===== config.mk =====
export PLATFORM = sky130hd
export DESIGN_NAME = dmem_bus_bridge
export DESIGN_NICKNAME = d
export VERILOG_FILES = /design/src/rtl/dmem_bus_bridge.sv
export SDC_FILE = /design/constraint.sdc
export NUM_CORES = 1
export LEC_CHECK = 0
export BUFFER_PORTS_ARGS = -buffer_cell sky130_fd_sc_hd__buf_4
export CAP_MARGIN = 30
export CELL_PAD_IN_SITES_DETAIL_PLACEMENT = 1
export CELL_PAD_IN_SITES_GLOBAL_PLACEMENT = 2
export CORE_ASPECT_RATIO = 0.7
export CORE_UTILIZATION = 28
export CTS_CLUSTER_SIZE = 12
export DETAILED_ROUTE_END_ITERATION = 6
export HOLD_SLACK_MARGIN = 0.15
export PLACE_DENSITY_LB_ADDON = 0.1
export SLEW_MARGIN = 25
export SYNTH_ARGS = -nofsm -noshare
export SYNTH_HDL_FRONTEND = slang
export SYNTH_SLANG_ARGS = --single-unit

===== constraint.sdc =====
create_clock -name clk -period 6.7 [get_ports clk]
set_input_delay 0.335 -clock clk [delete_from_list [all_inputs] [get_ports clk]]
set_output_delay 0.335 -clock clk [all_outputs]
set_load 0.02 [all_outputs]

===== src/rtl/dmem_bus_bridge.sv =====
// Bridges the data-memory stage's single-cycle port onto a valid/ready request
// bus with variable-latency responses, stalling the pipeline while an access is in flight.
module dmem_bus_bridge #(
    parameter int unsigned TIMEOUT = 255
) (
    input  logic        clk,
    input  logic        reset,
    input  logic        mem_re,
    input  logic        mem_we,
    input  logic [31:0] mem_a,
    input  logic [31:0] mem_wd,
    input  logic [3:0]  mem_wmask,
    output logic [31:0] mem_rd,
    output logic        stall,
    output logic        mem_fault,
    output logic        bus_req_valid,
    input  logic        bus_req_ready,
    output logic        bus_req_we,
    output logic [31:0] bus_req_addr,
    output logic [31:0] bus_req_wdata,
    output logic [3:0]  bus_req_wmask,
    input  logic        bus_resp_valid,
    input  logic [31:0] bus_resp_rdata,
    input  logic        bus_resp_err
);

    typedef enum logic [1:0] {
        S_IDLE = 2'd0,
        S_REQ  = 2'd1,
        S_RESP = 2'd2,
        S_DONE = 2'd3
    } state_t;

    localparam logic [16:0] TIMEOUT_W = 17'(TIMEOUT);

    state_t      state_q, state_d;
    logic [15:0] cnt_q, cnt_d;
    logic [31:0] mem_rd_q, mem_rd_d;
    logic        fault_q, fault_d;
    logic        valid_q, valid_d;
    logic        we_q, we_d;
    logic [31:0] addr_q, addr_d;
    logic [31:0] wdata_q, wdata_d;
    logic [3:0]  wmask_q, wmask_d;

    logic        access_s;
    logic [16:0] cnt_inc_s;
    logic        timed_out_s;

    assign access_s    = mem_re | mem_we;
    assign cnt_inc_s   = {1'b0, cnt_q} + 17'd1;
    assign timed_out_s = (cnt_inc_s >= TIMEOUT_W);

    // Next-state, request capture, timeout counting and response handling.
    always_comb begin
        state_d  = state_q;
        cnt_d    = cnt_q;
        mem_rd_d = mem_rd_q;
        fault_d  = 1'b0;
        we_d     = we_q;
        addr_d   = addr_q;
        wdata_d  = wdata_q;
        wmask_d  = wmask_q;
        case (state_q)
            S_IDLE: begin
                if (access_s) begin
                    we_d    = mem_we;
                    addr_d  = {mem_a[31:2], 2'b00};
                    wdata_d = mem_wd;
                    wmask_d = mem_we ? mem_wmask : 4'b0000;
                    state_d = S_REQ;
                end else begin
                    state_d = S_IDLE;
                end
            end
            S_REQ: begin
                if (bus_req_ready) begin
                    cnt_d   = 16'd0;
                    state_d = S_RESP;
                end else begin
                    state_d = S_REQ;
                end
            end
            S_RESP: begin
                if (bus_resp_valid) begin
                    if (!we_q) begin
                        mem_rd_d = bus_resp_err ? 32'd0 : bus_resp_rdata;
                    end else begin
                        mem_rd_d = mem_rd_q;
                    end
                    fault_d = bus_resp_err;
                    state_d = S_DONE;
                end else if (timed_out_s) begin
                    // A missing response is reported exactly like an error response.
                    if (!we_q) begin
                        mem_rd_d = 32'd0;
                    end else begin
                        mem_rd_d = mem_rd_q;
                    end
                    fault_d = 1'b1;
                    state_d = S_DONE;
                end else begin
                    cnt_d = (cnt_q == 16'hFFFF) ? cnt_q : cnt_inc_s[15:0];
                end
            end
            S_DONE: begin
                state_d = S_IDLE;
            end
            default: begin
                state_d = S_IDLE;
            end
        endcase
        valid_d = (state_d == S_REQ);
    end

    // State and output registers with synchronous reset.
    always_ff @(posedge clk) begin
        if (reset) begin
            state_q  <= S_IDLE;
            cnt_q    <= 16'd0;
            mem_rd_q <= 32'd0;
            fault_q  <= 1'b0;
            valid_q  <= 1'b0;
            we_q     <= 1'b0;
            addr_q   <= 32'd0;
            wdata_q  <= 32'd0;
            wmask_q  <= 4'b0000;
        end else begin
            state_q  <= state_d;
            cnt_q    <= cnt_d;
            mem_rd_q <= mem_rd_d;
            fault_q  <= fault_d;
            valid_q  <= valid_d;
            we_q     <= we_d;
            addr_q   <= addr_d;
            wdata_q  <= wdata_d;
            wmask_q  <= wmask_d;
        end
    end

    // Stall: access-driven in IDLE, forced through REQ/RESP, released in DONE and in reset.
    always_comb begin
        stall = 1'b0;
        if (reset) begin
            stall = 1'b0;
        end else begin
            case (state_q)
                S_IDLE:  stall = access_s;
                S_REQ:   stall = 1'b1;
                S_RESP:  stall = 1'b1;
                S_DONE:  stall = 1'b0;
                default: stall = 1'b0;
            endcase
        end
    end

    assign mem_rd        = mem_rd_q;
    assign mem_fault     = fault_q;
    assign bus_req_valid = valid_q;
    assign bus_req_we    = we_q;
    assign bus_req_addr  = addr_q;
    assign bus_req_wdata = wdata_q;
    assign bus_req_wmask = wmask_q;

endmodule

Yosys cells after proc, flatten, opt, wreduce, memory -nomap -nowiden
Index checks and enable logic that the tools add are counted.

cells by class
  shift operators = 0
  add/sub/neg operators = 1
  $lt $le $gt $ge = 1
  bitwise operators = 3
  eq/ne operators = 9
  reduce and logical (&&, ||, !) cells = 8
  divide/modulo/power cells = 0
  muxes and demuxes = 20
  multiply operators = 0

operator list
  operator                 number
  $mux W32                 5
  $mux W16                 4
  $pmux W16 S2             1
  $add A16 B1 Y17 const B  1
  $ge A17 B8 Y1 const B    1
  $eq A16 B16 Y1 const B   1
  $ne A2 B2 Y1 const B     4
  $pmux W2 S4              1
  $mux W2                  3
  $reduce_and A5 Y1        1
  $eq A2 B1 Y1 const B     2
  $eq A2 B2 Y1 const B     2
  $mux W1                  4
  $mux W4                  1
  $reduce_bool A2 Y1       2
  $reduce_or A2 Y1         2
  $pmux W1 S3              1
  $reduce_and A3 Y1        1
  $logic_not A2 Y1         1
  $not A1 Y1               2
  $reduce_and A2 Y1        1
  $or A1 B1 Y1             1

storage, ports and cells
  RAM bits = 0
  word-level logic and storage cells = 51
  output and inout port bits = 104
  bits in latches = 0
  register bits = 119
  ROM bits = 0
  bits of input ports = 107
  memories = 0

Longest topological paths before layout
  depth after elaboration = 6
  gate-level depth with buffers = 11
  depth with buffers taken out = 8

Worst setup path after synthesis
OpenSTA, ideal clock, no wires.

  kind = flip-flop to flip-flop
  start = register cnt_q[1]
  end = register mem_rd_q[10] (netlist: mem_rd[10])
  arrival time = 2348 ps
  setup slack = 4235 ps
  period minus slack after synthesis = 2465 ps
  buffers on the path = 3
  data required time = 6583 ps
  cell stages (with the launch flop) = 12
  library setup time = 117 ps
  cells stage by stage = dfxtp_1 ha_1 and3_1 clkbuf_1 a211oi_1 a41oi_1 nor4_4 and2_4 buf_6 o31a_4 buf_6 a22o_1

on the way
  cells in the longest elaborated chain, start to end = 4

RTL lines
  element                              line  RTL
  start, declared                      37    logic [15:0] cnt_q, cnt_d;
  start signal, assigned               130   cnt_q <= cnt_d;
  $add A16 B1 Y17                      51    assign cnt_inc_s = {1'b0, cnt_q} + 17'd1;
  $ge A17 B8 Y1                        52    assign timed_out_s = (cnt_inc_s >= TIMEOUT_W);
  $reduce_bool A2 Y1 (no source line)  n/a
  $reduce_and A3 Y1 (no source line)   n/a
  end signal, assigned                 131   mem_rd_q <= mem_rd_d;
  end, declared                        38    logic [31:0] mem_rd_q, mem_rd_d;

No other way between the ends.
A chain may end at the register's enable or synchronous reset.

Final worst setup path
  start = register cnt_q[2]
  end = register cnt_q[6]

on the way
  cells in the longest elaborated chain, start to end = 5
  elaborated cells between the ends (all ways) = 10
  those cells by class = add/sub (1); order compare (1); eq/ne (3); mux (4); reduce/logical (1)

RTL lines
  element
  parallel branches: the longest is 5 deep, another holds $add A16 B1 Y17

Several ways; the timed one is not identified. The select of a mux whose other input is x is not followed.

==> impl_metrics.tcl <==
set metrics [dict create \
    synth-seq-cells 119 \
    cts_root_buffer "clkbuf_16" \
    grt_pass1_wl_mm 24.0 \
    wl_per_cell_um 15.5 \
    holdPathStages 3 \
    drt_first_iter_violations 165 \
    dieWidth_um 155 \
    placed_area_sq_um 6190 \
    wl_mm 15.5 \
    syn_to_final_growth_pct 67.5 \
    synth_edf_count 0 \
    ys_warn_count 0 \
    viasPerCell 4.68 \
    final.setup.tns_ns 0 \
    cts_max_path_buffers 2 \
    leakage_nw 3.42 \
    dp_cells 885 \
    ctsResizeCount 0 \
    clk_pin_slew_worst_paths_ns 0.06 \
    post_cts_buffers 0 \
    grt_start_max_net_pins 76 \
    final-hold-violation-count 0 \
    netlist_top_cells_area "dfxtp_1, nand2_1, a21oi_1, a22o_1, clkbuf_1" \
    n_antenna_cell 0 \
    drtAntennaViolNets 0 \
    fp.dieArea_sq_um 16800 \
    instances_no_fill 998 \
    via_count 4674 \
    synth_cell_types 49 \
    grt-ovfl-total 0 \
    gp_congestion 0.719 \
    final_nets 897 \
    period_share_pct 41.5 \
    power_density_nw_per_um2 271 \
    fin_ws_ns 3.92 \
    hold_path.class "in2reg" \
    ys.flop_type "dfxtp_1" \
    drv_cap 0 \
    stdcell_area_sq_um 7640 \
    first_pass_iters 4 \
    drive_gt1_share_pct 32.0 \
    async_flop_share_pct 0 \
    grt_pass1_vias 4778 \
    run_status "complete, no violations" \
    path_cells "nand3_2 -> o31a_1 -> or3_1 -> nor4_4 -> and2_4 -> o22ai_2 -> a211o_1" \
    critPathArrivalTime_ns 3.09 \
    critPathMaxFanout 14 \
    finalPower_mw 2.07 \
    synth_common_cells "nand2_1, dfxtp_1, a21oi_1" \
    drt_drc_violations_left 0 \
    cpMaxStageDelayCell "dfxtp_1" \
    max-slew-margin-rel_pct 43.5 \
    antenna_found_initial 0 \
    io_pins 211 \
    pre_cts_slack_ns 3.90 \
    cpPeakStageDelay_ns 0.48 \
    ys_seq_area_share_pct 52.2 \
    htreeDepth 4 \
    rows 38 \
    cp.required_ns 7.01 \
    maxSlewViolCount 0 \
    tritoncts "done" \
    fill_cells 1809 \
    yosysTopAreaCellShare_pct 52.2 \
    io_buffers 206 \
    fp.dieH_um 109 \
    synthesis.area_sq_um 4560 \
    cp-start-kind "register" \
    r2r_cells 7 \
    yosysMostFrequentCell "nand2_1" \
    cts_made_buffers 17 \
    cts_hold_buf 80 \
    peakVddDrop_uv 157 \
    tightest_slew_ns 0.847 \
    cts_sinks 119 \
    crit_type "reg2reg" \
    synth.largest_area_cell "dfxtp_1" \
    rsz0062_at_grt "no" \
    cp-end-kind "register" \
    fin_crit_ns 2.78 \
    synth.avg_cell_area_sq_um 8.89 \
    clock_latency_ns 0.42 \
    hpwlAfterDp_mm 10.1 \
    timing.fmax_mhz 360 \
    grt_usage_pct 18.5 \
    core_area_sq_um 15700 \
    setup_viol 0 \
    synthCells 513 \
    initial_core_util_pct 29.1 \
    fin_skew_ns 0.00837 \
]
-- stage by stage --
stage / hold slack, ns / util, %
2_1_floorplan: 0.460 / -
3_3_place_gp: 0.442 / 39.4
3_5_place_dp: 0.448 / 39.4
4_1_cts: 0.151 / 48.5
5_1_grt: 0.157 / 48.7
6_report: 0.167 / 48.7
-- worst max-delay path, delay by kind of cell, from the launching register on --
family / cells / cell delay (ns)
AND/OR/NAND/NOR: 4 / 1.24
AO/OA/AOI/OAI: 3 / 0.95
flip-flops: 1 / 0.48
-- sequential cells by signal, indices dropped and copies added (netlist names) --
signal         count
bus_req_wdata     32
mem_rd            32
bus_req_addr      30
cnt_q             16
bus_req_wmask      4
state_q            2
bus_req_valid      1
bus_req_we         1
mem_fault          1
-- worst paths after layout --
path | start | endpoint | slack, ns
worst min register to register | bus_req_addr[19] | bus_req_addr[19] | 0.46
worst max register to register | cnt_q[2] | cnt_q[6] | 3.92
worst max-delay path | cnt_q[2] | cnt_q[6] | 3.92
worst min-delay path | mem_a[9] | bus_req_addr[9] | 0.17
-- final cells by class --
class,instances,area (sq um),share of cell area [%]
Clock inverter,15,201,2.64
Tap cell,200,250,3.27
Inverter,6,22.5,0.295
Clock buffer,17,425,5.57
Sequential cell,119,2380,31.2
Multi-Input combinational cell,351,1960,25.7
Timing Repair Buffer,290,2400,31.4
-- layer usage --
metal  track usage [%]  vias up  share of wire, %
met5                 0        -                 0
met4              8.91        0               2.5
met3              7.27       26               7.8
met2              29.9      151                45
met1              21.6     2192                45
li1                  -     2305                 -
-- cells by family after synthesis --
family / after synthesis / synth area share, %
adders and majority gates: 5 / 1.37
muxes: 1 / 0.219
AOI/OAI and AO/OA: 139 / 19.7
other: 1 / 0.0822
xor gates and xnor gates: 3 / 0.576
DFF: 119 / 52.2
and+or+nand+nor: 201 / 20.7
buffers and inverters: 44 / 5.15
-- cells in the final DEF, fill, tap and decap left out, types with 3 or more instances in the layout --
| cell | synthesis | routed |
|---|---|---|
| a21o_1 | 4 | 4 |
| a21oi_1 | 76 | 76 |
| a22o_1 | 32 | 32 |
| a31oi_1 | 4 | 4 |
| and2_1 | 11 | 11 |
| buf_4 | 2 | 209 |
| bufinv_16 | 0 | 4 |
| clkbuf_16 | 0 | 17 |
| clkinv_2 | 0 | 3 |
| clkinv_4 | 0 | 3 |
| clkinvlp_4 | 0 | 3 |
| dfxtp_1 | 119 | 119 |
| dlygate4sd3_1 | 0 | 80 |
| ha_1 | 5 | 5 |
| inv_1 | 6 | 6 |
| nand2_1 | 139 | 139 |
| nand2b_1 | 6 | 6 |
| nand3_1 | 10 | 10 |
| nand4_1 | 3 | 3 |
| nor2_1 | 6 | 6 |
| nor3_1 | 6 | 6 |
| nor4_4 | 3 | 3 |
| o21ai_0 | 7 | 7 |
| or3_1 | 5 | 5 |
-- power breakdown --
part	leakage [nW]	switching (mW)	internal [mW]	total, mW
logic	2.15	0.177	0.155	0.331
registers	0.973	0.0214	0.747	0.769
clock network	0.300	0.349	0.623	0.971
total	3.42	0.546	1.52	2.07
(Power assumes the default switching activity.)
